## config.mk

```make
export PLATFORM = sky130hd
export DESIGN_NAME = digit_set_controller_flat
export DESIGN_NICKNAME = d
export VERILOG_FILES = /design/src/rtl/digit_set_controller_pkg.sv /design/src/rtl/digit_set_controller_if.sv /design/src/rtl/digit_set_controller_btn_debounce.sv /design/src/rtl/digit_set_controller.sv /design/src/flat_wrapper.sv
export SDC_FILE = /design/constraint.sdc
export NUM_CORES = 1
export LEC_CHECK = 0
export BUFFER_PORTS_ARGS = -buffer_cell sky130_fd_sc_hd__buf_2
export CAP_MARGIN = 25
export CORE_MARGIN = 1
export CORE_UTILIZATION = 44
export DETAILED_ROUTE_END_ITERATION = 16
export HOLD_SLACK_MARGIN = 0.15
export PLACE_DENSITY_LB_ADDON = 0.2
export SKIP_LAST_GASP = 1
export SYNTH_ARGS = -nofsm -noshare
export SYNTH_HDL_FRONTEND = slang
export SYNTH_SLANG_ARGS = --single-unit
```

## constraint.sdc

```tcl
create_clock -name clk -period 3.4 [get_ports clk]
set_input_delay 0.68 -clock clk [delete_from_list [all_inputs] [get_ports clk]]
set_output_delay 0.68 -clock clk [all_outputs]
set_load 0.02 [all_outputs]
```

## src/rtl/digit_set_controller_pkg.sv

```systemverilog
// Shared definitions for the front-panel digit/ID controller: state encodings,
// default per-digit limits, button bit positions and the digit-index width helper.
package ctrl_pkg;

    typedef enum logic [3:0] {
        ST_RESET  = 4'd0,
        ST_SET    = 4'd1,
        ST_LOAD   = 4'd2,
        ST_RUN    = 4'd3,
        ST_IDLE   = 4'd4,
        ST_PAUSED = 4'd5
    } ctrlState_t;

    localparam logic [23:0] DIGIT_MAX_DEFAULT = 24'h125959;

    localparam int BTN_LOAD  = 0;
    localparam int BTN_SET   = 1;
    localparam int BTN_START = 2;
    localparam int BTN_STOP  = 3;

    function automatic int idxWidth(input int n);
        return (n <= 1) ? 1 : $clog2(n);
    endfunction

endpackage

```

## src/rtl/digit_set_controller_if.sv

```systemverilog
// Panel bus between the board switches/buttons and the controller, and from the
// controller to timer/display/ROM. The panel side is master, the controller slave.
interface digit_set_controller_if
    import ctrl_pkg::*;
#(
    parameter int NUM_DIGITS = 6,
    parameter int DIGIT_W    = 4,
    parameter int ID_W       = 8
) ();
    localparam int IDX_W = idxWidth(NUM_DIGITS);

    logic                          setBtn;
    logic                          loadBtn;
    logic                          startBtn;
    logic                          stopBtn;
    logic [DIGIT_W-1:0]            digitSw;
    logic [ID_W-1:0]               idSw;
    logic [NUM_DIGITS*DIGIT_W-1:0] timeDigits;
    logic [IDX_W-1:0]              digitIndex;
    logic [ID_W-1:0]               patientId;
    logic                          loadStrobe;
    logic                          setDone;
    logic                          runEnable;
    logic [3:0]                    state;

    modport master (
        output setBtn, loadBtn, startBtn, stopBtn, digitSw, idSw,
        input  timeDigits, digitIndex, patientId, loadStrobe, setDone, runEnable, state
    );

    modport slave (
        input  setBtn, loadBtn, startBtn, stopBtn, digitSw, idSw,
        output timeDigits, digitIndex, patientId, loadStrobe, setDone, runEnable, state
    );

endinterface

```

## src/rtl/digit_set_controller_btn_debounce.sv

```systemverilog
// Single-bit button debouncer: the output level follows the input only after
// DEBOUNCE_CY consecutive samples that disagree with the current output.
module btn_debounce #(
    parameter int DEBOUNCE_CY = 16
) (
    input  logic clk,
    input  logic resetN,
    input  logic btnIn,
    output logic btnOut
);
    localparam int CNT_W = $clog2(DEBOUNCE_CY + 1);

    logic             sampleR;
    logic [CNT_W-1:0] cntR;

    // Sample the pin, count disagreeing samples, flip the level once stable.
    always_ff @(posedge clk) begin
        if (!resetN) begin
            sampleR <= 1'b0;
            cntR    <= {CNT_W{1'b0}};
            btnOut  <= 1'b0;
        end else begin
            sampleR <= btnIn;
            if (sampleR == btnOut) begin
                cntR <= {CNT_W{1'b0}};
            end else if (cntR == CNT_W'(DEBOUNCE_CY - 1)) begin
                btnOut <= sampleR;
                cntR   <= {CNT_W{1'b0}};
            end else begin
                cntR <= cntR + CNT_W'(1);
            end
        end
    end

endmodule

```

## src/rtl/digit_set_controller.sv

```systemverilog
// Front-panel controller: edge-detected buttons, stop>start>set>load priority, BCD
// digit entry with per-digit limits, patient-ID latch. Define CTRL_DEBOUNCE_EN to debounce buttons.
module digit_set_controller
    import ctrl_pkg::*;
#(
    parameter int NUM_DIGITS = 6,
    parameter int DIGIT_W    = 4,
    parameter int ID_W       = 8,
    parameter logic [NUM_DIGITS*DIGIT_W-1:0] DIGIT_MAX = DIGIT_MAX_DEFAULT
`ifdef CTRL_DEBOUNCE_EN
    , parameter int DEBOUNCE_CY = 16
`endif
) (
    input  logic                   clk,
    input  logic                   resetN,
    digit_set_controller_if.slave  panel
);
    localparam int IDX_W = idxWidth(NUM_DIGITS);
    localparam int TW    = NUM_DIGITS * DIGIT_W;

    logic [3:0]         btnRaw;
    logic [3:0]         btnR;
    logic [3:0]         btnPrevR;
    logic [3:0]         edgeR;
    logic [DIGIT_W-1:0] digitSwR;
    logic [ID_W-1:0]    idSwR;

    ctrlState_t         stateR, nextState, holdState;
    logic [TW-1:0]      digitsR, nextDigits;
    logic [IDX_W-1:0]   idxR, nextIdx;
    logic [ID_W-1:0]    idR, nextId;
    logic               strobeR, nextStrobe;
    logic               doneR, nextDone;
    logic               runEnR;
    logic               canSet, canLoad;

    assign btnRaw = {panel.stopBtn, panel.startBtn, panel.setBtn, panel.loadBtn};

    function automatic logic [DIGIT_W-1:0] digitLimit(input logic [IDX_W-1:0] idx);
        return DIGIT_MAX[(NUM_DIGITS - 1 - int'(idx)) * DIGIT_W +: DIGIT_W];
    endfunction

`ifdef CTRL_DEBOUNCE_EN
    for (genvar b = 0; b < 4; b++) begin : gDeb
        btn_debounce #(.DEBOUNCE_CY(DEBOUNCE_CY)) uDeb (
            .clk    (clk),
            .resetN (resetN),
            .btnIn  (btnRaw[b]),
            .btnOut (btnR[b])
        );
    end
`else
    // Single register stage on the raw button levels.
    always_ff @(posedge clk) begin
        if (!resetN) begin
            btnR <= 4'b0000;
        end else begin
            btnR <= btnRaw;
        end
    end
`endif

    // Rising-edge detection (registered) and switch sampling.
    always_ff @(posedge clk) begin
        if (!resetN) begin
            btnPrevR <= 4'b0000;
            edgeR    <= 4'b0000;
            digitSwR <= {DIGIT_W{1'b0}};
            idSwR    <= {ID_W{1'b0}};
        end else begin
            btnPrevR <= btnR;
            edgeR    <= btnR & ~btnPrevR;
            digitSwR <= panel.digitSw;
            idSwR    <= panel.idSw;
        end
    end

    // Prioritised action decode; only the highest pending edge is considered.
    always_comb begin
        case (stateR)
            ST_RESET, ST_SET, ST_LOAD: holdState = ST_IDLE;
            default:                   holdState = stateR;
        endcase
        canSet     = (stateR == ST_IDLE) || (stateR == ST_PAUSED) || (stateR == ST_SET);
        canLoad    = canSet || (stateR == ST_LOAD);
        nextState  = holdState;
        nextDigits = digitsR;
        nextIdx    = idxR;
        nextId     = idR;
        nextStrobe = 1'b0;
        nextDone   = 1'b0;
        if (edgeR[BTN_STOP]) begin
            nextState = (stateR == ST_RUN) ? ST_PAUSED : holdState;
        end else if (edgeR[BTN_START]) begin
            if (stateR != ST_RUN) begin
                nextState = ST_RUN;
                nextIdx   = {IDX_W{1'b0}};
            end else begin
                nextState = holdState;
            end
        end else if (edgeR[BTN_SET] && canSet) begin
            nextDigits[(NUM_DIGITS - 1 - int'(idxR)) * DIGIT_W +: DIGIT_W] =
                (digitSwR > digitLimit(idxR)) ? digitLimit(idxR) : digitSwR;
            nextState = ST_SET;
            if (idxR == IDX_W'(NUM_DIGITS - 1)) begin
                nextIdx  = {IDX_W{1'b0}};
                nextDone = 1'b1;
            end else begin
                nextIdx = idxR + IDX_W'(1);
            end
        end else if (edgeR[BTN_LOAD] && canLoad) begin
            nextId     = idSwR;
            nextStrobe = 1'b1;
            nextState  = ST_LOAD;
        end else begin
            nextState = holdState;
        end
    end

    // State and datapath registers; every panel output comes straight from here.
    always_ff @(posedge clk) begin
        if (!resetN) begin
            stateR  <= ST_RESET;
            digitsR <= {TW{1'b0}};
            idxR    <= {IDX_W{1'b0}};
            idR     <= {ID_W{1'b0}};
            strobeR <= 1'b0;
            doneR   <= 1'b0;
            runEnR  <= 1'b0;
        end else begin
            stateR  <= nextState;
            digitsR <= nextDigits;
            idxR    <= nextIdx;
            idR     <= nextId;
            strobeR <= nextStrobe;
            doneR   <= nextDone;
            runEnR  <= (nextState == ST_RUN);
        end
    end

    assign panel.timeDigits = digitsR;
    assign panel.digitIndex = idxR;
    assign panel.patientId  = idR;
    assign panel.loadStrobe = strobeR;
    assign panel.setDone    = doneR;
    assign panel.runEnable  = runEnR;
    assign panel.state      = stateR;

endmodule

```

## src/flat_wrapper.sv

```systemverilog
// flat-port wrapper written by rule: the top's interface ports become plain ports
module digit_set_controller_flat import ctrl_pkg::*;
#(
    parameter int NUM_DIGITS = 6,
    parameter int DIGIT_W    = 4,
    parameter int ID_W       = 8,
    parameter logic [NUM_DIGITS*DIGIT_W-1:0] DIGIT_MAX = DIGIT_MAX_DEFAULT

)
  (clk, resetN, panel_setBtn, panel_loadBtn, panel_startBtn, panel_stopBtn, panel_digitSw, panel_idSw, panel_timeDigits, panel_digitIndex, panel_patientId, panel_loadStrobe, panel_setDone, panel_runEnable, panel_state);
  digit_set_controller_if #(.NUM_DIGITS(NUM_DIGITS), .DIGIT_W(DIGIT_W), .ID_W(ID_W)) panel_i ();
  input  logic clk;
  input  logic resetN;
  input wire logic [$bits(panel_i.setBtn)-1:0] panel_setBtn;
  input wire logic [$bits(panel_i.loadBtn)-1:0] panel_loadBtn;
  input wire logic [$bits(panel_i.startBtn)-1:0] panel_startBtn;
  input wire logic [$bits(panel_i.stopBtn)-1:0] panel_stopBtn;
  input wire logic [$bits(panel_i.digitSw)-1:0] panel_digitSw;
  input wire logic [$bits(panel_i.idSw)-1:0] panel_idSw;
  output wire logic [$bits(panel_i.timeDigits)-1:0] panel_timeDigits;
  output wire logic [$bits(panel_i.digitIndex)-1:0] panel_digitIndex;
  output wire logic [$bits(panel_i.patientId)-1:0] panel_patientId;
  output wire logic [$bits(panel_i.loadStrobe)-1:0] panel_loadStrobe;
  output wire logic [$bits(panel_i.setDone)-1:0] panel_setDone;
  output wire logic [$bits(panel_i.runEnable)-1:0] panel_runEnable;
  output wire logic [$bits(panel_i.state)-1:0] panel_state;
  assign panel_i.setBtn = panel_setBtn;
  assign panel_i.loadBtn = panel_loadBtn;
  assign panel_i.startBtn = panel_startBtn;
  assign panel_i.stopBtn = panel_stopBtn;
  assign panel_i.digitSw = panel_digitSw;
  assign panel_i.idSw = panel_idSw;
  assign panel_timeDigits = panel_i.timeDigits;
  assign panel_digitIndex = panel_i.digitIndex;
  assign panel_patientId = panel_i.patientId;
  assign panel_loadStrobe = panel_i.loadStrobe;
  assign panel_setDone = panel_i.setDone;
  assign panel_runEnable = panel_i.runEnable;
  assign panel_state = panel_i.state;
  digit_set_controller #(.NUM_DIGITS(NUM_DIGITS), .DIGIT_W(DIGIT_W), .ID_W(ID_W), .DIGIT_MAX(DIGIT_MAX)) u_core (.clk(clk), .resetN(resetN), .panel(panel_i));
endmodule
```

### After elaboration in Yosys (flattened, before gate mapping)

Cells that the tools add are included.

| cells by class | value |
|---|---|
| $add $sub $neg | 3 |
| magnitude comparators | 1 |
| equality and inequality tests | 9 |
| shifts and indexed selects | 3 |
| multiplexer cells | 15 |
| bitwise operators | 6 |
| reduce and logical (&&, ||, !) cells | 13 |

Operators with widths:

| cell | number |
|---|---|
| 32-bit negation with 33-bit output | 1 |
| 4-bit by 33-bit variable shift with 24-bit output, first input constant | 1 |
| 4-bit by 33-bit variable part select with 24-bit output | 1 |
| 4-bit two-way mux | 8 |
| 24-bit by 32-bit variable part select with 4-bit output, first input constant | 1 |
| 24-bit bitwise mux | 1 |
| 4-bit by 2-bit == test with 1-bit output, second input constant | 3 |
| 3-bit two-way mux | 4 |
| 4-bit by 3-bit == test with 1-bit output, second input constant | 2 |
| 4-bit OR reduction | 2 |
| 3-bit AND reduction | 2 |
| 4-bit AND | 1 |
| 4-bit by 1-bit == test with 1-bit output, second input constant | 1 |
| 4-bit greater-than comparator | 1 |
| 4-bit zero test | 1 |
| 4-bit by 2-bit != test with 1-bit output, second input constant | 1 |
| 1-bit inverter | 4 |
| 4-bit inverter | 1 |
| 4-bit AND reduction | 1 |
| 3-bit by 3-bit subtractor with 4-bit output, first input constant | 1 |
| 3-bit by 1-bit adder with 3-bit output, second input constant | 1 |
| 3-bit == test, second input constant | 1 |
| 1-bit logical OR | 3 |
| 3-bit OR reduction | 1 |
| other kinds (4) | 6 |

| storage, ports and cells | value |
|---|---|
| register bits after elaboration | 66 |
| bits of input ports | 18 |
| output and inout port bits | 42 |
| word-level logic and storage cells | 62 |

### Depth between registers and ports, before layout

| depth | value |
|---|---|
| depth in word-level cells | 10 |
| depth in mapped cells | 11 |
| gate-level depth less buffers | 10 |

### Least setup slack after synthesis

No wires, ideal clock.

| path | value |
|---|---|
| path kind | reg2reg |
| start point | register u_core.idxR[1], in the netlist u_core.panel.digitIndex[1] |
| end point | register u_core.digitsR[0], in the netlist u_core.panel.timeDigits[0] |
| setup time | 0.132 ns |
| arrival time | 2.543 ns |
| required time | 3.268 ns |
| path slack | 0.725 ns |
| cell stages (with the launch flop) | 12 |
| buffers on the path | 1 |
| clock period less this slack | 2.675 ns |
| cell sequence | dfxtp_1 -> inv_1 -> ha_1 -> nor3_1 -> inv_1 -> ha_1 -> and2_1 -> o21ai_0 -> a32o_1 -> buf_2 -> mux2i_1 -> o22ai_1 |

| on the way | value |
|---|---|
| cells in the longest elaborated chain, start to end | 6 |
| elaborated cells between the ends (all ways) | 8 |
| classes of those cells | add/sub (2); order compare (1); shift (3); mux (2) |

Ends and longest elaborated chain:

| element | RTL line | RTL |
|---|---|---|
| start: declaration | digit_set_controller.sv:30 | `logic [IDX_W-1:0] idxR, nextIdx;` |
| start signal: assignment | digit_set_controller.sv:125 | `idxR <= {IDX_W{1'b0}};` |
| start signal: assignment | digit_set_controller.sv:133 | `idxR <= nextIdx;` |
| 3-bit by 3-bit subtractor with 4-bit output * | digit_set_controller.sv:40, digit_set_controller.sv:102 |  |
| 24-bit by 32-bit variable part select with 4-bit output | digit_set_controller.sv:40 | `return DIGIT_MAX[(NUM_DIGITS - 1 - int'(idx)) * DIGIT_W +: DIGIT_W];` |
| 4-bit greater-than comparator | digit_set_controller.sv:103 | `(digitSwR > digitLimit(idxR)) ? digitLimit(idxR) : digitSwR;` |
| 4-bit two-way mux | digit_set_controller.sv:103 |  |
| 4-bit by 33-bit variable part select with 24-bit output | digit_set_controller.sv:102 | `nextDigits[(NUM_DIGITS - 1 - int'(idxR)) * DIGIT_W +: DIGIT_W] =` |
| 24-bit bitwise mux * | digit_set_controller.sv:102 |  |
| end signal: assignment | digit_set_controller.sv:124 | `digitsR <= {TW{1'b0}};` |
| end signal: assignment | digit_set_controller.sv:132 | `digitsR <= nextDigits;` |
| end: declaration | digit_set_controller.sv:29 | `logic [TW-1:0] digitsR, nextDigits;` |

Mark *: on every way between the ends. The rest lies on a longest branch, timed or not.
A chain may end at the register's enable or synchronous reset.

### Worst setup path after layout

Ends and elaborated chain as after synthesis.

==> impl_metrics.csv <==
group,metric,value,unit
power,p_switching,394,uW
detailed_routing,dr.pass1.iters,4,
clock_network,cts_max_level,3,
placement,gp_congestion,0.821,
power,p_int,1270,uW
synth,yosys-top-cells-count,"dfxtp_1 (66), and2_1 (22), o21ai_0 (22)",
synth,yosysUniqueCellTypes,47,
final_layout,fillCellCount,535,
detailed_routing,ant_nets,0,
power,power_frac_clock,0.446,
job,max-cap-violations,0,
timing,slew_headroom,0.658,
die,die_area,6350,um2
timing,setup_tns,0,ns
synth,async_flop_share,0,
timing,setup_viol,0,
global_routing,overflow,0,
detailed_routing,num_vias,2131,
final_layout,utilization,0.574,
die,die_y,79.7,um
timing,finalMaxSlewViolations,0,
timing,fin_crit_sh,0.876,
die,die_w,79.7,um
clock_network,clk_path_buf_depth,2,
synth,post-synth-top-area-cell,"dfxtp_1",
placement,dp_slack,0.485,ns
final_layout,area_delta_synth_final,22.6,%
synth,synth_most_common_cell,"dfxtp_1",
clock_network,cts_tree,"built",
timing,finClkSkew,0.0113,ns
clock_network,clock_latency,0.34,ns
run_status,status,"finished, final reports clean",
die,io_pins,60,
clock_network,cts_sinks,66,
placement,numPortBuffers,59,
clock_network,clkTransAtPathRegs,0.07,ns
timing,tightest_slew,0.513,ns
final_layout,final_cell_count_no_fill,409,
final_layout,num_antenna_cells,0,
detailed_routing,drt_iter0_drc,102,
die,rows,27,
placement,placed_cell_area,3030,um2
synth,ys_seq_area_frac,0.497,
power,p_per_area,512,nW/um2
power,p_sw_frac,0.236,
setup_path,cp-end-kind,"flop",
clock_network,post_cts_buffers,0,
detailed_routing,viasPerCell,5.21,
detailed_routing,wl_per_cell,13.7,um
global_routing,grt_pass1_wl,9560,um
global_routing,grtUsageTotal,0.199,
final_layout,layout.nets,362,
power,peakVddDrop,0.306,mV
synth,ys_warn_count,0,
final_layout,final_area,3260,um2
clock_network,numCtsBuffers,9,
synth,synth_edf_count,0,
timing,hold_violations,0,
clock_network,cts_hold_buf,0,
timing,fin_ws,0.423,ns
power,power_leakage,0.00141,uW
placement,numPlacedInstances,393,
final_layout,drive_above_1_share,0.276,
global_routing,grt_pass1_vias,2028,
synth,synth_seq_cells,66,
synth,syn_area_per_cell,9.95,um2
setup_path,path_class,"flop to flop",
synth,syn_area,2660,um2
die,core,5680,um2
clock_network,ctsResizeCount,0,
synth,synth_area_leaders,"dfxtp_1 (50%), and2_1 (5.2%), ha_1 (5.2%), o21ai_0 (4.1%), a21oi_1 (3.4%)",
global_routing,grt_max_degree,44,
die,initial_core_util,0.468,
clock_network,cts-root-buf,"clkbuf_8",
placement,dp_hpwl,3910,um
synth,synth_top_area_share,0.497,
setup_path,crit_arrival,3.18,ns
hold_path,min_path_type,"flop to flop",
timing,period_needed,2.98,ns
setup_path,worstPathMaxFanout,9,
setup_path,critPathRequiredTime,3.60,ns
detailed_routing,drc_errors,0,
synth,syn-instance-count,267,
global_routing,antenna_found_initial,0,
power,pwr-share-seq,0.484,
timing,grt_setup_unrepaired,"false",
power,p_comb_frac,0.070,
timing,max_freq,336,MHz
detailed_routing,drt_wl_total,5620,um
synth,syn_nets,297,
synth,synthFlopType,"dfxtp_1",
setup_path,start_kind,"flop",
[critical path, cell delays in order, from the launching register on]
cell,delay [ns]
dfxtp_1,0.41
inv_1,0.15
ha_1,0.38
nor3_1,0.28
inv_1,0.08
ha_1,0.26
and2_1,0.14
o21ai_0,0.08
a32o_1,0.39
mux2i_1,0.48
o22ai_1,0.17
[registers in the layout (all words and copies together), names as in the netlist]
signal	flops
u_core.btnR	4
u_core.idSwR	8
u_core.edgeR	4
u_core.panel.timeDigits	24
u_core.digitSwR	4
u_core.panel.runEnable	1
u_core.panel.loadStrobe	1
u_core.panel.digitIndex	3
u_core.panel.state	4
u_core.panel.patientId	8
u_core.btnPrevR	4
u_core.panel.setDone	1
[power groups by stage]
stage               Clock [uW]  Sequential [uW]  Combinational [uW]
floorplan                    0              829                77.7
global placement             0              825                 114
finish                     744              807                 117
detailed placement           0              825                 116
CTS                        757              807                 117
global route               791              810                 129
[cells by family after synthesis]
kind of cell             share of synthesized area
AND/OR/NAND/NOR                              0.255
multiplexers                                0.0160
adder cells (fa/ha/maj)                     0.0593
AO/OA/AOI/OAI                                0.144
buffers and inverters                       0.0287
flip-flops                                   0.497
[routing by layer]
| metal | global-route usage | vias up | wire [um] |
|---|---|---|---|
| met4 | 0.113 | 0 | 130 |
| met2 | 0.285 | 61 | 2450 |
| met3 | 0.0434 | 13 | 263 |
| met5 | 0 | - | 0 |
| met1 | 0.274 | 983 | 2780 |
| li1 | - | 1074 | - |
[metrics by stage]
step / power (uW) / hold WS (ns)
finish: 1670 / 0.373
global route: 1730 / 0.389
CTS: 1680 / 0.379
detailed placement: 942 / 0.373
global placement: 939 / 0.372
floorplan: 907 / 0.367
[final cells by class]
cell class / instances / area (um2) / area share
Clock buffer: 10 / 138 / 0.0423
Clock inverter: 6 / 88.8 / 0.0273
Inverter: 13 / 48.8 / 0.0150
Multi-Input combinational cell: 181 / 1260 / 0.387
Sequential cell: 66 / 1320 / 0.406
Tap cell: 72 / 90.1 / 0.0277
Timing Repair Buffer: 61 / 310 / 0.0953
[path summary, 6_finish.rpt]
kind / to / from / depth (start not counted) / slack [ns]
worst max-delay path: u_core.panel.timeDigits[0] / u_core.panel.digitIndex[1] / 10 / 0.42
worst min-delay path: u_core.edgeR[1] / u_core.btnPrevR[1] / 1 / 0.37
worst max register to register: u_core.panel.timeDigits[0] / u_core.panel.digitIndex[1] / 10 / 0.42
worst min register to register: u_core.edgeR[1] / u_core.btnPrevR[1] / 1 / 0.37
[placed cells by master, fill, tap and decap left out, types with 4 or more instances in the layout]
cell type	netlist	routed
a21oi_1	18	18
a22o_1	8	8
and2_1	22	22
buf_2	1	59
clkbuf_8	0	10
dfxtp_1	66	66
ha_1	11	11
inv_1	13	13
nand2_1	11	11
nand2b_1	4	4
nand3_1	10	10
nand4_1	9	9
nor2_1	14	14
nor2b_1	6	6
o21ai_0	22	22
o22ai_1	4	4
(Power assumes the default switching activity.)
